==> src/rtl/term_sched.sv <==
// Byte scheduler for the text terminal: arbitrates two byte streams into a FIFO, decodes
// control bytes and paces putchar/clearhome pulses because the terminal has no busy signal.
module term_sched #(
   parameter int DEPTH        = 16,
   parameter int GAP_CYCLES   = 2000,
   parameter int CLEAR_CYCLES = 40000
) (
   input  logic                     i_clk,
   input  logic                     i_rst_n,
   input  logic [7:0]               s0_tdata,
   input  logic                     s0_tvalid,
   output logic                     s0_tready,
   input  logic [7:0]               s1_tdata,
   input  logic                     s1_tvalid,
   output logic                     s1_tready,
   input  logic                     i_clear_req,
   output logic                     o_putchar,
   output logic                     o_clearhome,
   output logic [7:0]               o_char,
   output logic                     o_busy,
   output logic [$clog2(DEPTH):0]   o_level
);

   localparam int AW = $clog2(DEPTH);
   localparam int LW = AW + 1;
   localparam logic [15:0] GAP_LOAD  = 16'(GAP_CYCLES);
   localparam logic [15:0] CLR_LOAD  = 16'(CLEAR_CYCLES);
   localparam logic [7:0]  BYTE_NUL  = 8'h00;
   localparam logic [7:0]  BYTE_FF   = 8'h0C;
   localparam logic [LW-1:0] LVL_FULL = LW'(DEPTH);

   typedef enum logic [1:0] {
      ST_IDLE  = 2'd0,
      ST_FETCH = 2'd1,
      ST_EMIT  = 2'd2,
      ST_GAP   = 2'd3
   } state_t;

   state_t          state_r;
   state_t          state_s;
   logic [7:0]      fifo_mem_r [DEPTH];
   logic [AW-1:0]   wr_ptr_r;
   logic [AW-1:0]   rd_ptr_r;
   logic [LW-1:0]   level_r;
   logic            full_s;
   logic            empty_s;
   logic            last_s1_r;
   logic            grant0_s;
   logic            grant1_s;
   logic            accept_ok_s;
   logic            xfer0_s;
   logic            xfer1_s;
   logic            wr_s;
   logic [7:0]      wr_data_s;
   logic            pop_s;
   logic [7:0]      head_s;
   logic            pend_r;
   logic            clr_take_s;
   logic [15:0]     cnt_r;
   logic [15:0]     cnt_s;
   logic            emit_put_s;
   logic            emit_clr_s;
   logic            putchar_r;
   logic            clearhome_r;
   logic [7:0]      char_r;
   logic            busy_r;

   assign full_s  = (level_r == LVL_FULL);
   assign empty_s = (level_r == {LW{1'b0}});
   assign head_s  = fifo_mem_r[rd_ptr_r];

   // Round-robin grant; ready is gated by reset so nothing is accepted while held in reset.
   always_comb begin
      grant0_s = 1'b0;
      grant1_s = 1'b0;
      if (s0_tvalid && s1_tvalid) begin
         grant0_s = last_s1_r;
         grant1_s = !last_s1_r;
      end else begin
         grant0_s = s0_tvalid;
         grant1_s = s1_tvalid;
      end
      accept_ok_s = i_rst_n && !full_s && !i_clear_req;
      s0_tready   = accept_ok_s && grant0_s;
      s1_tready   = accept_ok_s && grant1_s;
      xfer0_s     = s0_tready && s0_tvalid;
      xfer1_s     = s1_tready && s1_tvalid;
      wr_s        = xfer0_s || xfer1_s;
      wr_data_s   = xfer1_s ? s1_tdata : s0_tdata;
   end

   // Remember which source transferred last; reset value makes source 0 win the first tie.
   always_ff @(posedge i_clk or negedge i_rst_n) begin
      if (!i_rst_n) begin
         last_s1_r <= 1'b1;
      end else if (xfer0_s) begin
         last_s1_r <= 1'b0;
      end else if (xfer1_s) begin
         last_s1_r <= 1'b1;
      end
   end

   // FIFO storage, no reset needed on the data array.
   always_ff @(posedge i_clk) begin
      if (wr_s) begin
         fifo_mem_r[wr_ptr_r] <= wr_data_s;
      end
   end

   // FIFO pointers and occupancy; a clear request empties the FIFO at the next edge.
   always_ff @(posedge i_clk or negedge i_rst_n) begin
      if (!i_rst_n) begin
         wr_ptr_r <= {AW{1'b0}};
         rd_ptr_r <= {AW{1'b0}};
         level_r  <= {LW{1'b0}};
      end else if (i_clear_req) begin
         wr_ptr_r <= {AW{1'b0}};
         rd_ptr_r <= {AW{1'b0}};
         level_r  <= {LW{1'b0}};
      end else begin
         if (wr_s) begin
            wr_ptr_r <= wr_ptr_r + AW'(1);
         end
         if (pop_s) begin
            rd_ptr_r <= rd_ptr_r + AW'(1);
         end
         case ({wr_s, pop_s})
            2'b10:   level_r <= level_r + LW'(1);
            2'b01:   level_r <= level_r - LW'(1);
            default: level_r <= level_r;
         endcase
      end
   end

   // Next-state and command decode; a clear request arriving while the pending clear is
   // being served is merged into that same clearhome.
   always_comb begin
      state_s    = state_r;
      cnt_s      = cnt_r;
      pop_s      = 1'b0;
      emit_put_s = 1'b0;
      emit_clr_s = 1'b0;
      clr_take_s = 1'b0;
      case (state_r)
         ST_IDLE: begin
            if (pend_r) begin
               state_s    = ST_EMIT;
               emit_clr_s = 1'b1;
               clr_take_s = 1'b1;
            end else if (!i_clear_req && (!empty_s || wr_s)) begin
               state_s = ST_FETCH;
            end else begin
               state_s = ST_IDLE;
            end
         end
         ST_FETCH: begin
            if (i_clear_req || empty_s) begin
               state_s = ST_IDLE;
            end else begin
               pop_s = 1'b1;
               if (head_s == BYTE_NUL) begin
                  state_s = ST_IDLE;
               end else if (head_s == BYTE_FF) begin
                  state_s    = ST_EMIT;
                  emit_clr_s = 1'b1;
               end else begin
                  state_s    = ST_EMIT;
                  emit_put_s = 1'b1;
               end
            end
         end
         ST_EMIT: begin
            state_s = ST_GAP;
            cnt_s   = clearhome_r ? CLR_LOAD : GAP_LOAD;
         end
         ST_GAP: begin
            cnt_s = cnt_r - 16'd1;
            if (cnt_r <= 16'd1) begin
               state_s = ST_IDLE;
            end else begin
               state_s = ST_GAP;
            end
         end
         default: begin
            state_s = ST_IDLE;
            cnt_s   = 16'd0;
         end
      endcase
   end

   // State, gap counter and pending-clear flag.
   always_ff @(posedge i_clk or negedge i_rst_n) begin
      if (!i_rst_n) begin
         state_r <= ST_IDLE;
         cnt_r   <= 16'd0;
         pend_r  <= 1'b0;
      end else begin
         state_r <= state_s;
         cnt_r   <= cnt_s;
         if (clr_take_s) begin
            pend_r <= 1'b0;
         end else if (i_clear_req) begin
            pend_r <= 1'b1;
         end
      end
   end

   // Registered terminal outputs; pulses coincide with the EMIT state.
   always_ff @(posedge i_clk or negedge i_rst_n) begin
      if (!i_rst_n) begin
         putchar_r   <= 1'b0;
         clearhome_r <= 1'b0;
         char_r      <= 8'h00;
         busy_r      <= 1'b0;
      end else begin
         putchar_r   <= emit_put_s;
         clearhome_r <= emit_clr_s;
         busy_r      <= (state_s != ST_IDLE);
         if (emit_put_s) begin
            char_r <= head_s;
         end
      end
   end

   assign o_putchar   = putchar_r;
   assign o_clearhome = clearhome_r;
   assign o_char      = char_r;
   assign o_busy      = busy_r;
   assign o_level     = level_r;

endmodule

==> config.mk <==
export PLATFORM = sky130hd
export DESIGN_NAME = term_sched
export DESIGN_NICKNAME = d
export VERILOG_FILES = /design/src/rtl/term_sched.sv
export SDC_FILE = /design/constraint.sdc
export NUM_CORES = 1
export LEC_CHECK = 0
export ABC_AREA = 1
export BUFFER_PORTS_ARGS = -buffer_cell sky130_fd_sc_hd__buf_2
export CAP_MARGIN = 30
export CORE_MARGIN = 2
export CORE_UTILIZATION = 23
export CTS_CLUSTER_DIAMETER = 60
export DETAILED_ROUTE_END_ITERATION = 16
export MAX_ROUTING_LAYER = met4
export PLACE_DENSITY = 0.48
export SETUP_SLACK_MARGIN = 0.4
export SKIP_CTS_REPAIR_TIMING = 1
export SLEW_MARGIN = 0
export SYNTH_ARGS = -nofsm -noshare
export SYNTH_HDL_FRONTEND = slang
export SYNTH_SLANG_ARGS = --single-unit
export TNS_END_PERCENT = 100
==> constraint.sdc <==
create_clock -name i_clk -period 4.3 [get_ports i_clk]
set_input_delay 0 -clock i_clk [delete_from_list [all_inputs] [get_ports i_clk]]
set_output_delay 0 -clock i_clk [all_outputs]
set_load 0.05 [all_outputs]
# Word-level counts from Yosys, hierarchy flattened

Memory sizes are Yosys's and may differ from the RTL's.
Cells that the tools add are included.

Flip-flop bits (word level): 44
Word-level logic and storage cells: 85
Memories: 1
Output and inout bits: 18
Input port bits: 21
Bits in writable memories: 128

Muxes and demuxes: 35
Equality and inequality tests: 7
Order comparisons: 1
Reductions and logical operators: 25
Add/subtract/negate cells: 5

Memory list:

| name       | words | width | read ports | clocked after memory_dff | wr ports | line | RTL |
|---|---|---|---|---|---|---|---|
| fifo_mem_r | 16    | 8     | 1          | 0                        | 1        | 41   | `logic [7:0] fifo_mem_r [DEPTH];` |

Operator list:

| operator                                              | number |
|---|---|
| case mux 16 bit (2 select lines)                      | 1 |
| two-way mux 1 bit                                     | 20 |
| <= comparator 16 x 1 -> 1 bit (second input constant) | 1 |
| two-way mux 16 bit                                    | 1 |
| two-way mux 4 bit                                     | 4 |
| subtractor 16 x 1 -> 16 bit (second input constant)   | 1 |
| nonzero test 2 bit                                    | 6 |
| case mux 5 bit (2 select lines)                       | 1 |
| adder 4 x 1 -> 4 bit (second input constant)          | 2 |
| equality test 8 x 4 -> 1 bit (second input constant)  | 1 |
| logical AND 1 bit                                     | 8 |
| zero test 8 bit                                       | 1 |
| two-way mux 2 bit                                     | 4 |
| two-way mux 8 bit                                     | 1 |
| case mux 2 bit (4 select lines)                       | 1 |
| equality test 2 bit (second input constant)           | 3 |
| adder 5 x 1 -> 5 bit (second input constant)          | 1 |
| equality test 5 bit (second input constant)           | 1 |
| zero test 5 bit                                       | 1 |
| two-way mux 5 bit                                     | 1 |
| subtractor 5 x 1 -> 5 bit (second input constant)     | 1 |
| equality test 2 x 1 -> 1 bit (second input constant)  | 2 |
| zero test 1 bit                                       | 4 |
| logical OR 1 bit                                      | 3 |
| other kinds (3)                                       | 3 |

# Depth between registers and ports, before layout

Word-level depth: 13
Mapped depth: 16
Gate-level depth less buffers: 16

# Least setup slack after synthesis

No wires, ideal clock.

Path kind: reg2reg
Start point: register level_r[0], in the netlist o_level[0]
End point: memory fifo_mem_r[0][0] (data pin)
Arrival time: 2.031 ns
Path slack: 1.950 ns
Stages on the path, launching flop included: 8
Library setup time: 0.320 ns
Data required time: 3.980 ns
Path buffers: 1
Clock period less this slack: 2.350 ns
Cell sequence: dfrtp_1 > nor2_1 > nand3_1 > nand3_1 > buf_2 > clkinv_1 > nand2_1 > nand2_1

Longest elaborated chain between the ends: 7

RTL lines:

| item                            | line | RTL |
|---|---|---|
| from (decl)                     | 44   | `logic [LW-1:0] level_r;` |
| from (signal assigned)          | 115  | `level_r <= {LW{1'b0}};` |
| from (signal assigned)          | 119  | `level_r <= {LW{1'b0}};` |
| from (signal assigned)          | 128  | `2'b10: level_r <= level_r + LW'(1);` |
| equality test 5 bit             | 68   | `assign full_s = (level_r == LVL_FULL);` |
| zero test 1 bit                 | 83   | `accept_ok_s = i_rst_n && !full_s && !i_clear_req;` |
| logical AND 1 bit (2 in series) | 83   |  |
| logical AND 1 bit               | 85   | `s1_tready = accept_ok_s && grant1_s;` |
| net s1_tready                   | 15   | `output logic s1_tready,` |
| logical AND 1 bit               | 87   | `xfer1_s = s1_tready && s1_tvalid;` |
| two-way mux 8 bit               | 89   | `wr_data_s = xfer1_s ? s1_tdata : s0_tdata;` |
| net wr_data_s[0]                | 54   | `logic [7:0] wr_data_s;` |
| to (decl)                       | 41   |  |

The timed path passes the listed nets, and every way through them passes these cells.

# Worst setup path after layout

Start point: register level_r[0], in the netlist o_level[0]
End point: memory fifo_mem_r[8][6], enable pin

Longest elaborated chain between the ends: 9
Elaborated cells on any way between the ends: 11
Classes of those cells: eq/ne: 1; mux: 2; reduce/logical: 8

RTL lines:

| item                                        | line   | RTL |
|---|---|---|
| equality test 5 bit *                       | 68     |  |
| zero test 1 bit *                           | 83     |  |
| logical AND 1 bit * (2 in series)           | 83     |  |
| logical AND 1 bit, on equally long branches | 84, 85 |  |
| logical AND 1 bit, on equally long branches | 86, 87 |  |
| logical OR 1 bit *                          | 88     | `wr_s = xfer0_s \|\| xfer1_s;` |
| two-way mux 1 bit *                         | 105    | `if (wr_s) begin` |
| two-way mux 1 bit (not written as such) *   | 106    | `fifo_mem_r[wr_ptr_r] <= wr_data_s;` |

Mark *: on every way between the ends. The rest lies on a longest branch, timed or not.

==> results.py <==
metrics = {
    "synthesis": {
        "synth_fp_nets": 863,
        "synth_top_family_by_area": "simple AND/OR/NAND/NOR gates",
        "synth-xor-area-share": 0.00332,
        "synthTopCellsByArea": "edfxtp_1, dfrtp_1, nand2_1",
        "synth.mux.area_fraction": 0,
        "ys_ff_latch": 172,
        "synth_compound_area_frac": 0.0433,
        "synth-simple-area-share": 0.251,
        "synthArstFlopShare": 0.256,
        "syn-cell-area_sq_um": 7910,
        "synth_common_cells": "nand2_1, edfxtp_1, nor2_1, inv_1, nand3_1",
        "synth_fa_ha_area_frac": 0.0142,
        "synth_top_area_cell": "edfxtp_1",
        "yosysMostFrequentCell": "nand2_1",
        "synth_edf_count": 128,
        "ys.warnings.count": 0,
        "syn_area_per_cell_sq_um": 9.49,
        "ys.flop_type": "edfxtp_1",
        "synth_top_area_frac": 0.486,
        "synth-seq-area-share": 0.625,
        "syn_inst": 833,
        "synth_cell_type_count": 42,
    },
    "floorplan": {
        "die_h_um": 189,
        "core_area_sq_um": 33700,
        "row_count": 67,
        "io_pins": 39,
        "die_x_um": 189,
        "dieArea_sq_um": 35900,
        "start_util": 0.235,
    },
    "drt": {
        "wirelength_um": 19600,
        "ant_nets": 0,
        "routed_via_density": 4.18,
        "drc": 0,
        "first_pass_iters": 5,
        "routedWlPerCell_um": 14.7,
        "vias": 5572,
        "drtIter0Drc": 483,
    },
    "worst_setup_path": {
        "cpPeakStageDelay_ns": 0.70,
        "r2r_start": "o_level[0]",
        "rr_worst_depth": 6,
        "critical_path.max_fanout": 12,
        "critPathSlowestCell": "nor2_1",
        "worstPathCellList": "nor2_1 > nand3_1 > nand3_1 > nand2_2 > nand2_1 > nor2_1",
        "critPathLaunchType": "flop",
        "required_ns": 4.36,
        "critical_path_class": "reg -> reg",
        "crit_family": "simple AND/OR/NAND/NOR gates",
        "arrival_ns": 2.72,
        "path_buf_inv": 0,
        "rrSetupSlack_ns": 1.63,
        "cp-end-kind": "flop",
        "reg2reg_to": "fifo_mem_r[8][6]",
    },
    "placed_design": {
        "place_ws_ns": 1.62,
        "dp_cells": 1299,
        "place_hpwl_um": 13200,
        "numPortBuffers": 38,
        "routabilityCongestion": 0.803,
        "place_area_sq_um": 8520,
    },
    "grt": {
        "grt_pass1_vias": 5361,
        "grt_max_degree": 58,
        "overflow": 0,
        "grt_first_pass_wirelength_um": 31600,
        "track_usage": 0.118,
        "antenna_found_initial": 0,
    },
    "clock_network": {
        "worst_skew_pair.late_latency_ns": 0.44,
        "cts_root_buf": "clkbuf_16",
        "clk_pin_slew_ns": 0.08,
        "cts.sink_count": 172,
        "cts_max_level": 4,
        "cts_tree": "yes",
        "numCtsBuffers": 17,
        "cts_max_path_buffers": 2,
    },
    "layout": {
        "multi_input_area_sq_um": 2470,
        "regArea_sq_um": 4950,
        "insertedDiodeCount": 0,
        "synthToLayoutAreaGrowth_pct": 15.9,
        "finalInstanceArea_sq_um": 9160,
        "stdcell_count": 1333,
        "fin_util": 0.272,
        "fin_nets": 902,
        "layout-drive-gt1-share": 0.111,
        "final.fill_count": 3597,
    },
    "sta": {
        "fin_setup_tns_ns": 0,
        "fin_crit_sh": 0.620,
        "setup_viol": 0,
        "hold_viol": 0,
        "worst_pin_slew_ns": 0.858,
        "slew_violations": 0,
        "fin_worst_skew_ns": 0.0131,
        "worst_hold_slack_ns": 0.198,
        "min_period_ns": 2.67,
        "worst_slack_ns": 1.63,
        "slew-limit-headroom": 0.426,
        "fmax_mhz": 375,
        "rsz0062_at_grt": "false",
    },
    "run_status": {
        "outcome": "complete, no violations",
    },
    "min_path": {
        "hp-class": "in -> reg",
        "min_to": "last_s1_r",
        "holdCritStartpoint": "s1_tvalid",
        "whs_path_depth": 5,
    },
    "power": {
        "ir_worst_vdd_uv": 233,
        "pwr-share-seq": 0.492,
        "pwr-share-clk": 0.437,
        "p_sw_mw": 0.962,
        "power.static_leakage_nw": 3.84,
        "p_int_mw": 2.77,
        "power_frac_comb": 0.071,
        "power_density_nw_per_um2": 408,
        "finalPower_mw": 3.73,
        "swShare": 0.258,
    },
    "flow_run": {
        "cap_violations": 0,
    },
}
==> layout by cell type (no fill, tap or decap), types with 7 or more instances in the layout <==
master / n
dfrtp_1: 42
o21ai_1: 7
edfxtp_1: 128
nand2_1: 275
clkbuf_16: 17
o21ai_0: 30
ha_1: 9
a21oi_1: 13
inv_1: 79
buf_2: 38
nor2_1: 101
nand3_1: 68
nor3_1: 7
==> sequential cells by signal (all words and copies together) (netlist names), 2 cells and up <==
register	cells
cnt_r	16
fifo_mem_r	128
o_char	8
o_level	5
rd_ptr_r	4
state_r	2
wr_ptr_r	4
==> kinds of logic after synthesis <==
family | after synthesis
fa+ha+maj | 9
flops | 172
buf+inv | 110
xor+xnor | 3
compound gates | 62
simple gates | 477
==> power groups by stage <==
stage	clock network (mW)	registers [mW]	logic, mW
floorplan	0	1.88	0.161
global placement	0	1.87	0.268
detailed placement	0	1.87	0.267
CTS	1.67	1.84	0.268
global route	1.73	1.84	0.298
finish	1.63	1.84	0.266
==> cell type report <==
class / count / share of cell area
Clock inverter: 15 / 0.0216
Tap cell: 448 / 0.0612
Sequential cell: 172 / 0.540
Timing Repair Buffer: 43 / 0.0254
Inverter: 87 / 0.0362
Multi-Input combinational cell: 551 / 0.269
Clock buffer: 17 / 0.0464
==> worst min-delay path, cell delays in order <==
cell     delay, ns
buf_2         0.10
o21ai_0       0.09
nand3_1       0.23
o21ai_0       0.13
inv_1         0.05
==> per-layer routing <==
layer | GRT usage | up-vias | share of wire
met5 | - | - | 0
met2 | 0.167 | 96 | 0.43
met1 | 0.172 | 2665 | 0.52
li1 | - | 2799 | -
met3 | 0.0213 | 12 | 0.035
met4 | 0.0301 | 0 | 0.0087
==> how the worst max path moves through the flow <==
stage           startpoint                end  slack [ns]  cells past startpoint
2_1_floorplan   o_level[0]   fifo_mem_r[0][0]        1.95                      7
3_3_place_gp     last_s1_r  fifo_mem_r[14][2]        1.61                      6
3_5_place_dp     last_s1_r  fifo_mem_r[12][2]        1.62                      6
4_1_cts         o_level[0]  fifo_mem_r[13][2]        1.59                      6
5_1_grt        rd_ptr_r[0]          o_char[7]        1.31                     13
6_report        o_level[0]   fifo_mem_r[8][6]        1.63                      6
Note: power is estimated with default switching activity, not from simulation.
